==> config.mk <==
export PLATFORM = sky130hd
export DESIGN_NAME = lcd_spi_decoder
export DESIGN_NICKNAME = d
export VERILOG_FILES = /design/src/rtl/lcd_spi_pkg.sv /design/src/rtl/lcd_spi_sync.sv /design/src/rtl/lcd_spi_decoder.sv
export SDC_FILE = /design/constraint.sdc
export NUM_CORES = 1
export LEC_CHECK = 0
export CORE_ASPECT_RATIO = 2
export CORE_MARGIN = 2
export CORE_UTILIZATION = 50
export CTS_CLUSTER_SIZE = 28
export DETAILED_ROUTE_END_ITERATION = 7
export GPL_ROUTABILITY_DRIVEN = 0
export PLACE_DENSITY = 0.75
export SLEW_MARGIN = 10
export SYNTH_ARGS = -nofsm -noshare
export SYNTH_HDL_FRONTEND = slang
export SYNTH_SLANG_ARGS = --single-unit
==> constraint.sdc <==
create_clock -name CLK -period 2.1 [get_ports CLK]
set_input_delay 0.21 -clock CLK [delete_from_list [all_inputs] [get_ports CLK]]
set_output_delay 0.21 -clock CLK [all_outputs]
set_load 0.05 [all_outputs]
==> src/rtl/lcd_spi_pkg.sv <==
// Shared definitions for the LCD SPI bus: FSM encoding, command opcodes and
// the synchronized bus bit layout used by the receive-side decoder.
package lcd_spi_pkg;

    // Receive FSM: IDLE while CS is high, SHIFT while collecting bits.
    typedef enum logic {
        ST_IDLE  = 1'b0,
        ST_SHIFT = 1'b1
    } lcd_spi_state_e;

    // Command opcodes shared with the init/pixel master.
    localparam logic [7:0] CMD_NOP   = 8'h00;
    localparam logic [7:0] CMD_CASET = 8'h2A;
    localparam logic [7:0] CMD_RASET = 8'h2B;
    localparam logic [7:0] CMD_RAMWR = 8'h2C;

    // Parameter index width; 14 bits covers a 12800-byte pixel burst.
    localparam int IDX_W_DEF = 14;

    // Bit positions of the bus signals inside the synchronized vector.
    localparam int BUS_W    = 5;
    localparam int BUS_SCL  = 0;
    localparam int BUS_MOSI = 1;
    localparam int BUS_CS   = 2;
    localparam int BUS_DC   = 3;
    localparam int BUS_RST  = 4;

    // Idle bus levels loaded into the synchronizer on reset: CS and panel
    // reset deasserted (high), SCL/MOSI/DC low. Loading idle levels keeps a
    // system reset from looking like a panel reset or a chip select.
    localparam logic [BUS_W-1:0] BUS_IDLE = 5'b10100;

endpackage

==> src/rtl/lcd_spi_sync.sv <==
// N-bit multi-flop synchronizer with a rising-edge detector on one bit.
// The edge is taken from the last synchronized stage and one extra delay
// flop, so rise_o is aligned with q_o (data sampled with the same edge).
module lcd_spi_sync #(
    parameter int             N           = 5,
    parameter int             SYNC_STAGES = 2,
    parameter logic [N-1:0]   RST_VAL     = '0,
    parameter int             RISE_BIT    = 0
) (
    input  logic         clk_i,
    input  logic         rst_n_i,
    input  logic [N-1:0] d_i,
    output logic [N-1:0] q_o,
    output logic         rise_o
);

    // Fewer than two stages is not a safe synchronizer; clamp to two.
    localparam int DEPTH = (SYNC_STAGES < 2) ? 2 : SYNC_STAGES;

    logic [DEPTH-1:0][N-1:0] stage_q;
    logic                    prev_q;

    // Synchronizer chain plus the delayed copy of the edge-detect bit.
    always_ff @(posedge clk_i) begin
        if (!rst_n_i) begin
            stage_q <= {DEPTH{RST_VAL}};
            prev_q  <= RST_VAL[RISE_BIT];
        end else begin
            stage_q[0] <= d_i;
            for (int i = 1; i < DEPTH; i++) begin
                stage_q[i] <= stage_q[i-1];
            end
            prev_q <= stage_q[DEPTH-1][RISE_BIT];
        end
    end

    assign q_o    = stage_q[DEPTH-1];
    assign rise_o = stage_q[DEPTH-1][RISE_BIT] & ~prev_q;

endmodule

==> src/rtl/lcd_spi_decoder.sv <==
// Passive receive-side decoder for the 4-wire LCD SPI bus. Oversamples the
// bus on CLK, reassembles MSB-first bytes, classifies them via DC and tracks
// the active command and the parameter index within it. Never drives the bus.
module lcd_spi_decoder
    import lcd_spi_pkg::*;
#(
    parameter int SYNC_STAGES = 2,
    parameter int IDX_W       = IDX_W_DEF
) (
    input  logic             CLK,
    input  logic             RST_N,
    input  logic             SCL,
    input  logic             MOSI,
    input  logic             CS,
    input  logic             DC,
    input  logic             LCD_RST,
    output logic             BYTE_VALID,
    output logic [7:0]       BYTE_DATA,
    output logic             BYTE_IS_CMD,
    output logic [7:0]       CUR_CMD,
    output logic [IDX_W-1:0] PARAM_IDX,
    output logic             FRAG_ERR,
    output logic             PANEL_RST_SEEN
);

    // ------------------------------------------------------------------
    // Bus synchronization
    // ------------------------------------------------------------------
    logic [BUS_W-1:0] bus_raw;
    logic [BUS_W-1:0] bus_s;
    logic             scl_rise;

    assign bus_raw[BUS_SCL]  = SCL;
    assign bus_raw[BUS_MOSI] = MOSI;
    assign bus_raw[BUS_CS]   = CS;
    assign bus_raw[BUS_DC]   = DC;
    assign bus_raw[BUS_RST]  = LCD_RST;

    lcd_spi_sync #(
        .N           (BUS_W),
        .SYNC_STAGES (SYNC_STAGES),
        .RST_VAL     (BUS_IDLE),
        .RISE_BIT    (BUS_SCL)
    ) u_sync (
        .clk_i   (CLK),
        .rst_n_i (RST_N),
        .d_i     (bus_raw),
        .q_o     (bus_s),
        .rise_o  (scl_rise)
    );

    logic mosi_s, cs_s, dc_s, lcd_rst_s;
    assign mosi_s    = bus_s[BUS_MOSI];
    assign cs_s      = bus_s[BUS_CS];
    assign dc_s      = bus_s[BUS_DC];
    assign lcd_rst_s = bus_s[BUS_RST];

    // ------------------------------------------------------------------
    // State
    // ------------------------------------------------------------------
    lcd_spi_state_e   state_q;
    logic [2:0]       bit_cnt_q;
    logic [6:0]       shreg_q;
    logic             byte_valid_q;
    logic [7:0]       byte_data_q;
    logic             byte_is_cmd_q;
    logic [7:0]       cur_cmd_q;
    logic [IDX_W-1:0] param_idx_q;
    logic             first_param_q;
    logic             frag_err_q;
    logic             rst_seen_q;

    // ------------------------------------------------------------------
    // Next-value helpers
    // ------------------------------------------------------------------
    logic             byte_done;
    logic [7:0]       new_byte;
    logic [IDX_W-1:0] param_idx_d;

    // A byte completes on the 8th SCL rise while collecting, even if CS
    // rises in the same synchronized sample.
    assign byte_done = (state_q == ST_SHIFT) && scl_rise && (bit_cnt_q == 3'd7);
    assign new_byte  = {shreg_q, mosi_s};

    // Parameter index: first parameter after a command is 0, then count up
    // and saturate at all-ones rather than wrapping.
    always_comb begin
        param_idx_d = param_idx_q;
        if (first_param_q) begin
            param_idx_d = '0;
        end else if (!(&param_idx_q)) begin
            param_idx_d = param_idx_q + IDX_W'(1);
        end
    end

    // Receive FSM, byte assembly, command tracking and status flags.
    always_ff @(posedge CLK) begin
        if (!RST_N) begin
            state_q       <= ST_IDLE;
            bit_cnt_q     <= '0;
            shreg_q       <= '0;
            byte_valid_q  <= 1'b0;
            byte_data_q   <= '0;
            byte_is_cmd_q <= 1'b0;
            cur_cmd_q     <= CMD_NOP;
            param_idx_q   <= '0;
            first_param_q <= 1'b1;
            frag_err_q    <= 1'b0;
            rst_seen_q    <= 1'b0;
        end else begin
            byte_valid_q <= 1'b0;
            frag_err_q   <= 1'b0;

            if (!lcd_rst_s) begin
                // Panel reset overrides everything: drop partial bits and
                // forget the active command; no byte or error this cycle.
                state_q       <= ST_IDLE;
                bit_cnt_q     <= '0;
                shreg_q       <= '0;
                cur_cmd_q     <= CMD_NOP;
                param_idx_q   <= '0;
                first_param_q <= 1'b1;
                rst_seen_q    <= 1'b1;
            end else begin
                if (byte_done) begin
                    byte_valid_q  <= 1'b1;
                    byte_data_q   <= new_byte;
                    byte_is_cmd_q <= ~dc_s;
                    if (!dc_s) begin
                        cur_cmd_q     <= new_byte;
                        param_idx_q   <= '0;
                        first_param_q <= 1'b1;
                    end else begin
                        param_idx_q   <= param_idx_d;
                        first_param_q <= 1'b0;
                    end
                end

                case (state_q)
                    ST_IDLE: begin
                        if (!cs_s) begin
                            state_q   <= ST_SHIFT;
                            bit_cnt_q <= '0;
                        end
                    end
                    ST_SHIFT: begin
                        if (cs_s) begin
                            // Frame ended; a nonzero count means bits were
                            // left over, unless this very sample finished
                            // the byte.
                            state_q   <= ST_IDLE;
                            bit_cnt_q <= '0;
                            shreg_q   <= '0;
                            if (!byte_done && (bit_cnt_q != 3'd0)) begin
                                frag_err_q <= 1'b1;
                            end
                        end else if (scl_rise) begin
                            // Count wraps 7 -> 0 on byte completion, so
                            // multi-byte frames continue seamlessly.
                            shreg_q   <= {shreg_q[5:0], mosi_s};
                            bit_cnt_q <= bit_cnt_q + 3'd1;
                        end
                    end
                    default: begin
                        state_q   <= ST_IDLE;
                        bit_cnt_q <= '0;
                    end
                endcase
            end
        end
    end

    assign BYTE_VALID     = byte_valid_q;
    assign BYTE_DATA      = byte_data_q;
    assign BYTE_IS_CMD    = byte_is_cmd_q;
    assign CUR_CMD        = cur_cmd_q;
    assign PARAM_IDX      = param_idx_q;
    assign FRAG_ERR       = frag_err_q;
    assign PANEL_RST_SEEN = rst_seen_q;

endmodule

==> results of run 1 <==
cell type report:
class / instances / share of cell area [%]
multi-input cells: 175 / 38.1
flip-flops and latches: 57 / 37.4
repair buffers: 52 / 16.1
clock buffers: 10 / 4.51
well taps: 55 / 2.25
clock inverters: 5 / 1.07
inverters: 5 / 0.615
placed cells by master, fill, tap and decap left out, types with 6 or more instances in the layout:
master	count
sky130_fd_sc_hd__a21boi_1	8
sky130_fd_sc_hd__a21oi_1	17
sky130_fd_sc_hd__a22o_1	6
sky130_fd_sc_hd__and2_1	11
sky130_fd_sc_hd__buf_4	12
sky130_fd_sc_hd__clkbuf_8	10
sky130_fd_sc_hd__clkdlybuf4s50_1	40
sky130_fd_sc_hd__dfxtp_1	57
sky130_fd_sc_hd__nand2_1	32
sky130_fd_sc_hd__nand3_1	6
sky130_fd_sc_hd__nor2_1	10
sky130_fd_sc_hd__o21ai_1	11
sky130_fd_sc_hd__o311ai_1	7
sky130_fd_sc_hd__o31ai_1	6
how the worst min path moves through the flow:
stage                                 start       endpoint  slack, ns  depth (start not counted)
after floorplan                       RST_N  u_sync.q_o[2]       0.28                          1
after global placement    u_sync.stage_q[2]  u_sync.q_o[2]       0.39                          1
after detailed placement  u_sync.stage_q[2]  u_sync.q_o[2]       0.39                          1
after CTS                 u_sync.stage_q[2]  u_sync.q_o[2]       0.41                          1
after global routing      u_sync.stage_q[2]  u_sync.q_o[2]       0.43                          1
final                     u_sync.stage_q[2]  u_sync.q_o[2]       0.41                          1
cells in the mapped netlist (all sizes together) (5+ instances only):
cell type / number
nand3: 6
o31ai: 6
nand2b: 5
and3: 5
a21boi: 8
a22o: 6
o311ai: 8
nand2: 33
and2: 12
inv: 5
dfxtp: 57
clkbuf: 10
buf: 5
o21ai: 13
a21oi: 17
nor2: 13
flip-flops by register name (all words and copies together) (netlist names), 3 cells and up:
signal	flops
BYTE_DATA	8
CUR_CMD	8
PARAM_IDX	14
bit_cnt_q	3
shreg_q	7
u_sync.q_o	5
u_sync.stage_q	5
kinds of logic after synthesis:
group,share of synthesized area [%]
simple gates,23.3
compound gates,22.3
flops,47.5
buf+inv,4.01
fa+ha+maj,2.08
xor+xnor,0.365
mux,0.417
power breakdown:
part           internal [mW]  total [mW]  switching (mW)  leakage (nW)
Sequential              1.09        1.10         0.00712         0.462
Clock                  0.448       0.884           0.437        0.0802
Combinational         0.0293      0.0631          0.0337         0.593
Total                   1.57        2.05           0.478          1.13
per-stage QoR:
step	std cells	util (%)	hold WS [ns]	total power [mW]
2_1_floorplan	252	-	0.283	1.16
3_3_place_gp	344	62.7	0.389	1.19
3_5_place_dp	344	62.7	0.394	1.19
4_1_cts	359	66.4	0.410	2.07
5_1_grt	359	66.4	0.427	2.12
6_report	359	66.4	0.407	2.05
metal layers:
| layer | share of wire, % | vias to the layer above | track usage (%) |
|---|---|---|---|
| met1 | 36 | 991 | 23.2 |
| met4 | 2.9 | 0 | 15.0 |
| met2 | 55 | 73 | 42.3 |
| li1 | - | 1013 | - |
| met3 | 5.4 | 14 | 7.31 |
| met5 | 0 | - | 0 |
==> impl_metrics.sql, run 1 <==
INSERT INTO impl_metrics (metric_group, metric, value, unit) VALUES
('outcome', 'run_status', 'finished, final reports clean', ''),
('drt', 'routedWlPerCell', '15.9', 'microns'),
('cts', 'number_of_buffers_added_by_the_clock_tree_synthesis_step', '9', ''),
('grt', 'grt_start_max_net_pins', '21', ''),
('critical_path', 'critical_path_required', '1.89', 'ns'),
('cts', 'cts-hold-fix-buffers', '0', ''),
('drt', 'dr_total_vias', '2091', ''),
('critical_path', 'timing.critical_path.slowest_cell_delay', '0.87', 'ns'),
('floorplan', 'effective_utilization_at_floorplan', '52.2', '%'),
('critical_path', 'timing.critical_path.arrival', '1.75', 'ns'),
('sta', 'maxSlewHeadroom', '62.2', '%'),
('grt', 'final_global_route_overflow_total', '0', ''),
('critical_path', 'critical_path_depth', '1', ''),
('sta', 'timing.final.setup_violations', '0', ''),
('logic_synthesis', 'yosys.cell_types.count', '53', ''),
('floorplan', 'die_w', '53.0', 'microns'),
('logic_synthesis', 'yosys.area.top_type', 'sky130_fd_sc_hd__dfxtp_1', ''),
('critical_path', 'critPathCaptureType', 'primary output', ''),
('floorplan', 'fp.dieArea', '0.00541', 'sq mm'),
('sta', 'setup_tns_final', '0', 'ns'),
('floorplan', 'coreArea', '0.00460', 'sq mm'),
('critical_path', 'timing.critical_path.fanout_max', '8', ''),
('grt', 'grt_pass1_wl', '9500', 'microns'),
('place', 'hpwlAfterDp', '4210', 'microns'),
('cts', 'htree_levels', '3', ''),
('pwr', 'vdd_ir_max', '0.000633', 'V'),
('logic_synthesis', 'synth.area.top_cells', 'sky130_fd_sc_hd__dfxtp_1, sky130_fd_sc_hd__nand2_1, sky130_fd_sc_hd__a21oi_1, sky130_fd_sc_hd__and2_1, sky130_fd_sc_hd__o311ai_1', ''),
('critical_path', 'cp_num_buf_inv', '1', ''),
('cts', 'clock_latency', '0.34', 'ns'),
('cts', 'clock_path_buffers', '2', ''),
('sta', 'setup_ws', '0.137', 'ns'),
('logic_synthesis', 'synth_flop_cell', 'sky130_fd_sc_hd__dfxtp_1', ''),
('grt', 'grt_pass1_vias', '2144', ''),
('sta', 'drv_slew', '0', ''),
('critical_path', 'crit_path_start_kind', 'flop', ''),
('final_layout', 'final_net_count', '311', ''),
('drt', 'detail-route-antenna-nets', '0', ''),
('drt', 'drc_violations_left', '0', ''),
('logic_synthesis', 'mappedNetlistNets', '263', ''),
('cts', 'post_cts_resize_count', '0', ''),
('pwr', 'static_leakage', '1.13', 'nW'),
('logic_synthesis', 'synthesized_area', '0.00240', 'sq mm'),
('final_layout', 'regArea', '0.00114', 'sq mm'),
('sta', 'fin_crit_sh', '93.5', '%'),
('cts', 'clock_sinks', '57', ''),
('logic_synthesis', 'yosys_register_bits', '57', ''),
('logic_synthesis', 'asr_flop_ratio_synth', '0', '%'),
('cts', 'clk_pin_slew_worst_paths', '0.07', 'ns'),
('grt', 'grt_usage', '24.0', '%'),
('place', 'pre_cts_slack', '0.289', 'ns'),
('logic_synthesis', 'post-synth-top-area-fraction', '47.5', '%'),
('place', 'postPlaceCellArea', '0.00288', 'sq mm'),
('critical_path', 'crit_path_top_delay_cell', 'sky130_fd_sc_hd__clkdlybuf4s50_1', ''),
('logic_synthesis', 'synth-edff-count', '0', ''),
('critical_path', 'critPathKind', 'flop to primary output', ''),
('drt', 'route.detailed.vias_per_inst', '5.82', ''),
('grt', 'antenna_found_initial', '0', ''),
('final_layout', 'multi_input_area', '0.00116', 'sq mm'),
('logic_synthesis', 'ys_warn_count', '0', ''),
('critical_path', 'endpoint', 'PARAM_IDX[10]', ''),
('floorplan', 'num_io_pins', '41', ''),
('sta', 'timing.clock.skew', '0.00785', 'ns'),
('final_layout', 'drive_above_1_share', '13.2', '%'),
('critical_path', 'r2r-end', 'PARAM_IDX[5]', ''),
('floorplan', 'die_height', '102', 'microns'),
('critical_path', 'startpoint', 'PARAM_IDX[10]', ''),
('cts', 'clock_tree.root_cell', 'sky130_fd_sc_hd__clkbuf_8', ''),
('sta', 'timing.final.crit_period', '1.96', 'ns'),
('sta', 'fmax', '510', 'MHz'),
('cts', 'cts_tree', 'built', ''),
('final_layout', 'fill_cells', '407', '');
Note: power is estimated with default switching activity, not from simulation.
==> run 2: changes to the inputs <==
ABC_AREA = 1   (was unset)
REMOVE_ABC_BUFFERS = 1   (was unset)
==> impl_metrics.sql, run 2 <==
INSERT INTO impl_metrics (metric_group, metric, value, unit) VALUES
('floorplan', 'effective_utilization_at_floorplan', '51.3', '%'),
('final_layout', 'post_layout_nonfiller_instances', '435', ''),
('critical_path', 'crit_path_start_kind', 'flop', ''),
('sta', 'final_hold_viol_count', '0', ''),
('cts', 'clock_tree.root_cell', 'sky130_fd_sc_hd__clkbuf_8', ''),
('place', 'place.port_buffers', '40', ''),
('grt', 'global_routing_met1_resource_utilization', '26.4', '%'),
('drt', 'drt_first_iter_violations', '45', ''),
('pwr', 'static_leakage', '1.28', 'nW'),
('place', 'place_inst', '419', ''),
('final_layout', 'number_of_flip_flops_in_the_largest_register', '14', ''),
('floorplan', 'die_w', '53.5', 'microns'),
('grt', 'grt_util_met2', '35.0', '%'),
('drt', 'drc_violations_left', '0', ''),
('sta', 'timing.final.crit_period', '1.89', 'ns'),
('critical_path', 'critical_path_required', '1.89', 'ns'),
('cts', 'post_cts_buffers', '0', ''),
('final_layout', 'multi_input_area', '0.00102', 'sq mm'),
('drt', 'first_pass_iters', '4', ''),
('critical_path', 'cp_num_buf_inv', '1', ''),
('logic_synthesis', 'yosys.cell_types.count', '27', ''),
('sta', 'drv_slew', '0', ''),
('place', 'postPlaceCellArea', '0.00290', 'sq mm'),
('critical_path', 'critical_path.top_delay_family', 'buffers and inverters', ''),
('floorplan', 'num_io_pins', '41', ''),
('final_layout', 'regArea', '0.00114', 'sq mm'),
('run', 'cap_viol_max_count', '0', ''),
('cts', 'clock_latency', '0.35', 'ns'),
('sta', 'timing.final.setup_violations', '0', ''),
('logic_synthesis', 'syn_avg_cell_area', '7.56', 'sq um'),
('critical_path', 'path_cells', 'clkdlybuf4s50_1', ''),
('cts', 'htree_levels', '3', ''),
('critical_path', 'timing.critical_path.slowest_cell_delay', '0.86', 'ns'),
('sta', 'fmax', '528', 'MHz'),
('grt', 'grt_pass1_wl', '8980', 'microns'),
('logic_synthesis', 'synth-seq-area-share', '46.6', '%'),
('sta', 'rsz0062_at_grt', 'false', ''),
('logic_synthesis', 'leading_cell_type_by_number_of_instances_after_synthesis', 'sky130_fd_sc_hd__nand2_1', ''),
('final_layout', 'final_net_count', '384', ''),
('critical_path', 'crit_path_top_delay_cell', 'sky130_fd_sc_hd__clkdlybuf4s50_1', ''),
('final_layout', 'final_cell_mix', 'sky130_fd_sc_hd__nand2_1, sky130_fd_sc_hd__dfxtp_1, sky130_fd_sc_hd__inv_1', ''),
('logic_synthesis', 'asr_flop_ratio_synth', '0', '%'),
('logic_synthesis', 'yosys_register_bits', '57', ''),
('logic_synthesis', 'ys_warn_count', '0', ''),
('place', 'pre_cts_slack', '0.268', 'ns'),
('logic_synthesis', 'synth.area.top_cells', 'sky130_fd_sc_hd__dfxtp_1, sky130_fd_sc_hd__nand2_1, sky130_fd_sc_hd__inv_1, sky130_fd_sc_hd__o21ai_0, sky130_fd_sc_hd__nor2_1', ''),
('sta', 'timing.hold.ws', '0.382', 'ns'),
('sta', 'setup_tns_final', '0', 'ns'),
('drt', 'dr_total_vias', '2184', ''),
('cts', 'cts-hold-fix-buffers', '0', ''),
('critical_path', 'timing.critical_path.fanout_max', '8', ''),
('floorplan', 'fp.dieArea', '0.00551', 'sq mm'),
('grt', 'grtUsageMet3', '9.13', '%'),
('grt', 'final_global_route_overflow_total', '0', ''),
('pwr', 'power.total', '2.30', 'mW'),
('cts', 'cts_tree', 'built', ''),
('grt', 'grt_usage', '22.5', '%'),
('sta', 'fin_crit_sh', '90.2', '%'),
('cts', 'clk_pin_slew_worst_paths', '0.06', 'ns'),
('logic_synthesis', 'synth.top_cells.by_count', 'sky130_fd_sc_hd__nand2_1, sky130_fd_sc_hd__dfxtp_1, sky130_fd_sc_hd__inv_1', ''),
('logic_synthesis', 'yosys.area.top_type', 'sky130_fd_sc_hd__dfxtp_1', ''),
('cts', 'number_of_buffers_added_by_the_clock_tree_synthesis_step', '9', ''),
('worst_hold_path', 'worst_hold_path_type', 'primary input to flop', ''),
('logic_synthesis', 'synth_cells', '324', ''),
('logic_synthesis', 'synthesized_area', '0.00245', 'sq mm'),
('floorplan', 'die_height', '103', 'microns'),
('floorplan', 'coreArea', '0.00477', 'sq mm'),
('grt', 'grt_pass1_vias', '2074', ''),
('cts', 'post_cts_resize_count', '0', ''),
('pwr', 'vdd_ir_max', '0.000636', 'V'),
('critical_path', 'timing.critical_path.arrival', '1.68', 'ns'),
('logic_synthesis', 'synth_flop_cell', 'sky130_fd_sc_hd__dfxtp_1', ''),
('grt', 'gr-max-usage-layer', 'met2', ''),
('final_layout', 'insertedDiodeCount', '0', ''),
('floorplan', 'count_of_standard_cell_rows', '36', ''),
('drt', 'routed_wl', '5230', 'microns'),
('pwr', 'power.density_cell_area', '739', 'mW/mm^2'),
('final_layout', 'drive_above_1_share', '10.6', '%'),
('place', 'hpwlAfterDp', '3750', 'microns'),
('critical_path', 'critPathKind', 'flop to primary output', ''),
('outcome', 'run_status', 'finished, final reports clean', ''),
('sta', 'timing_worst_slew_pin_value', '0.518', 'ns'),
('sta', 'timing.clock.skew', '0.0101', 'ns'),
('final_layout', 'syn2layout_area_growth', '27.3', '%'),
('cts', 'clock_path_buffers', '2', ''),
('drt', 'routedWlPerCell', '12.0', 'microns'),
('grt', 'grt_start_max_net_pins', '22', ''),
('final_layout', 'final_common_cell', 'sky130_fd_sc_hd__nand2_1', ''),
('drt', 'detail-route-antenna-nets', '0', ''),
('logic_synthesis', 'post-synth-top-area-fraction', '46.6', '%'),
('final_layout', 'fill_cells', '439', ''),
('grt', 'antenna_found_initial', '0', ''),
('sta', 'setup_ws', '0.205', 'ns'),
('final_layout', 'finish.utilization', '65.3', '%'),
('final_layout', 'fin_area', '0.00312', 'sq mm'),
('drt', 'route.detailed.vias_per_inst', '5.02', ''),
('logic_synthesis', 'synth-edff-count', '0', ''),
('sta', 'maxSlewHeadroom', '65.4', '%'),
('critical_path', 'critPathCaptureType', 'primary output', ''),
('cts', 'clock_sinks', '57', '');
run 2: changes by cell type after synthesis, moves of 11 or more:
cell / previous run / this run
sky130_fd_sc_hd__inv_1: 4 / 54
sky130_fd_sc_hd__nand2_1: 32 / 68
sky130_fd_sc_hd__o21ai_0: 2 / 31
sky130_fd_sc_hd__nor2_1: 10 / 34
sky130_fd_sc_hd__nand3_1: 6 / 19
sky130_fd_sc_hd__and2_1: 11 / 0
sky130_fd_sc_hd__o21ai_1: 11 / 0
run 2: worst paths after layout:
kind / from / end / slack [ns] / cells past startpoint
setup reg to reg: PARAM_IDX[0] / PARAM_IDX[10] / 0.28 / 10
hold / removal: LCD_RST / u_sync.stage_q[4] / 0.38 / 3
hold reg to reg: u_sync.stage_q[4] / u_sync.q_o[4] / 0.41 / 2
setup / recovery: PARAM_IDX[2] / PARAM_IDX[2] / 0.21 / 1
run 2: layer usage:
layer | share of wire (%) | wire length, microns
met5 | 0 | 0
met4 | 1.8 | 96
met3 | 4.8 | 252
met2 | 51 | 2660
met1 | 42 | 2220
run 2: power breakdown:
group | switching, mW | leakage, nW | internal (mW) | total [mW]
sequential | 0.00469 | 0.462 | 1.09 | 1.10
combinational | 0.0399 | 0.707 | 0.0262 | 0.0661
clock | 0.444 | 0.113 | 0.698 | 1.14
total | 0.489 | 1.28 | 1.82 | 2.30
run 2: cell type report:
cell class / instances / area share, %
clock inverter: 5 / 2.53
tap: 57 / 2.29
timing repair buffer: 46 / 14.3
multi-input combinational: 201 / 32.8
clock buffer: 11 / 4.53
inverter: 58 / 6.98
sequential: 57 / 36.6
run 2: logic make-up after synthesis:
| group | count (synthesis) | share of synthesized area (%) |
|---|---|---|
| compound gates | 56 | 12.6 |
| fa+ha+maj | 4 | 2.04 |
| buf+inv | 66 | 11.7 |
| flops | 57 | 46.6 |
| simple gates | 141 | 27.1 |
==> run 3: changes to the inputs <==
MAX_ROUTING_LAYER = met4   (was unset)
==> impl_metrics.sql, run 3 (synthesized netlist as in run 2, its figures left out) <==
INSERT INTO impl_metrics (metric_group, metric, value, unit) VALUES
('sta', 'final_hold_viol_count', '0', ''),
('critical_path', 'r2r_slack', '0.26', 'ns'),
('drt', 'dr_total_vias', '2183', ''),
('cts', 'cts-hold-fix-buffers', '0', ''),
('cts', 'number_of_buffers_added_by_the_clock_tree_synthesis_step', '9', ''),
('critical_path', 'critPathKind', 'flop to primary output', ''),
('sta', 'drv_slew', '0', ''),
('critical_path', 'worst_r2r_startpoint', 'PARAM_IDX[0]', ''),
('cts', 'cts_tree', 'built', ''),
('cts', 'clock_tree.root_cell', 'sky130_fd_sc_hd__clkbuf_8', ''),
('critical_path', 'path_cells', 'clkdlybuf4s50_1', ''),
('drt', 'routedWlPerCell', '12.0', 'microns'),
('critical_path', 'timing.critical_path.fanout_max', '8', ''),
('final_layout', 'final_common_cell', 'sky130_fd_sc_hd__nand2_1', ''),
('critical_path', 'timing.critical_path.arrival', '1.69', 'ns'),
('floorplan', 'fp.dieArea', '0.00551', 'sq mm'),
('critical_path', 'critPathCaptureType', 'primary output', ''),
('grt', 'grt_pass1_vias', '2080', ''),
('worst_hold_path', 'worstHoldStart', 'LCD_RST', ''),
('drt', 'drc_violations_left', '0', ''),
('critical_path', 'timing.critical_path.slowest_cell_delay', '0.86', 'ns'),
('cts', 'clock_sinks', '57', ''),
('sta', 'timing.clock.skew', '0.00926', 'ns'),
('pwr', 'static_leakage', '1.28', 'nW'),
('sta', 'setup_tns_final', '0', 'ns'),
('critical_path', 'critical_path_depth', '1', ''),
('cts', 'clock_path_buffers', '2', ''),
('cts', 'clock_latency', '0.35', 'ns'),
('critical_path', 'crit_path_top_delay_cell', 'sky130_fd_sc_hd__clkdlybuf4s50_1', ''),
('critical_path', 'worst-r2r-cell-count', '10', ''),
('pwr', 'power.density_cell_area', '739', 'mW/mm^2'),
('floorplan', 'die_height', '103', 'microns'),
('critical_path', 'critical_path_required', '1.89', 'ns'),
('sta', 'timing_worst_slew_pin_value', '0.517', 'ns'),
('drt', 'drt_first_iter_violations', '52', ''),
('grt', 'antenna_found_initial', '0', ''),
('final_layout', 'fin_area', '0.00312', 'sq mm'),
('worst_hold_path', 'worst_hold_path_type', 'primary input to flop', ''),
('sta', 'fin_crit_sh', '90.3', '%'),
('grt', 'grt_usage', '23.0', '%'),
('final_layout', 'drive_above_1_share', '10.6', '%'),
('final_layout', 'number_of_flip_flops_in_the_largest_register', '14', ''),
('drt', 'route.detailed.vias_per_inst', '5.02', ''),
('cts', 'post_cts_resize_count', '0', ''),
('final_layout', 'fill_cells', '439', ''),
('run', 'cap_viol_max_count', '0', ''),
('sta', 'rsz0062_at_grt', 'false', ''),
('sta', 'fmax', '527', 'MHz'),
('critical_path', 'crit_path_start_kind', 'flop', ''),
('sta', 'timing.final.setup_violations', '0', ''),
('floorplan', 'count_of_standard_cell_rows', '36', ''),
('floorplan', 'effective_utilization_at_floorplan', '51.3', '%'),
('drt', 'first_pass_iters', '4', ''),
('grt', 'final_global_route_overflow_total', '0', ''),
('sta', 'timing.final.crit_period', '1.90', 'ns'),
('place', 'hpwlAfterDp', '3750', 'microns'),
('final_layout', 'syn2layout_area_growth', '27.3', '%'),
('floorplan', 'coreArea', '0.00477', 'sq mm'),
('cts', 'clk_pin_slew_worst_paths', '0.06', 'ns'),
('floorplan', 'die_w', '53.5', 'microns'),
('critical_path', 'cp_num_buf_inv', '1', ''),
('cts', 'htree_levels', '3', ''),
('floorplan', 'num_io_pins', '41', ''),
('drt', 'detail-route-antenna-nets', '0', ''),
('outcome', 'run_status', 'finished, final reports clean', ''),
('critical_path', 'startpoint', 'PARAM_IDX[2]', ''),
('grt', 'grt_pass1_wl', '8960', 'microns'),
('place', 'place.port_buffers', '40', ''),
('cts', 'post_cts_buffers', '0', ''),
('final_layout', 'final_net_count', '384', ''),
('pwr', 'vdd_ir_max', '0.000636', 'V'),
('sta', 'maxSlewHeadroom', '65.4', '%'),
('place', 'postPlaceCellArea', '0.00290', 'sq mm'),
('final_layout', 'insertedDiodeCount', '0', ''),
('worst_hold_path', 'worstHoldPathCells', '3', ''),
('final_layout', 'final_cell_mix', 'sky130_fd_sc_hd__nand2_1, sky130_fd_sc_hd__dfxtp_1, sky130_fd_sc_hd__inv_1', ''),
('grt', 'grt_start_max_net_pins', '22', ''),
('drt', 'routed_wl', '5210', 'microns'),
('critical_path', 'critical_path.top_delay_family', 'buffers and inverters', '');
-- run 3: final timing paths --
check                                          to
worst max register to register      PARAM_IDX[10]
worst min-delay path            u_sync.stage_q[4]
worst max-delay path                 PARAM_IDX[2]
worst min register to register      u_sync.q_o[4]
-- run 3: stage by stage --
step	utilization (%)	setup WS, ns	power [mW]	std cells	hold WS [ns]
finish	65.3	0.203	2.30	435	0.383
detailed placement	60.7	0.268	1.19	419	0.396
floorplan	-	0.0535	1.15	316	0.279
global route	65.3	0.0622	2.38	435	0.411
global placement	60.7	0.374	1.18	419	0.382
CTS	65.3	0.188	2.32	435	0.368
-- run 3: worst min-delay path, delay by kind of cell --
kind | cells | cell delay (ns)
buffers and inverters | 2 | 0.44
AND/OR/NAND/NOR | 1 | 0.04
-- run 3: cell type report --
class	instances	area, sq um	share of cell area, %
flip-flops and latches	57	1140	36.6
clock buffers	11	141	4.53
inverters	58	218	6.98
multi-input cells	201	1020	32.8
well taps	57	71.3	2.29
repair buffers	46	445	14.3
clock inverters	5	78.8	2.53
-- run 3: where the power goes --
part	switching (mW)	internal [mW]	total, mW
Sequential	0.00465	1.09	1.10
Clock	0.442	0.698	1.14
Combinational	0.0397	0.0262	0.0659
-- run 3: metal layers --
layer,up-vias,track usage [%],routed length (microns)
li1,1116,-,-
met1,997,26.4,2230
met2,59,35.0,2610
met3,11,6.09,249
met4,0,13.6,126
met5,-,-,0
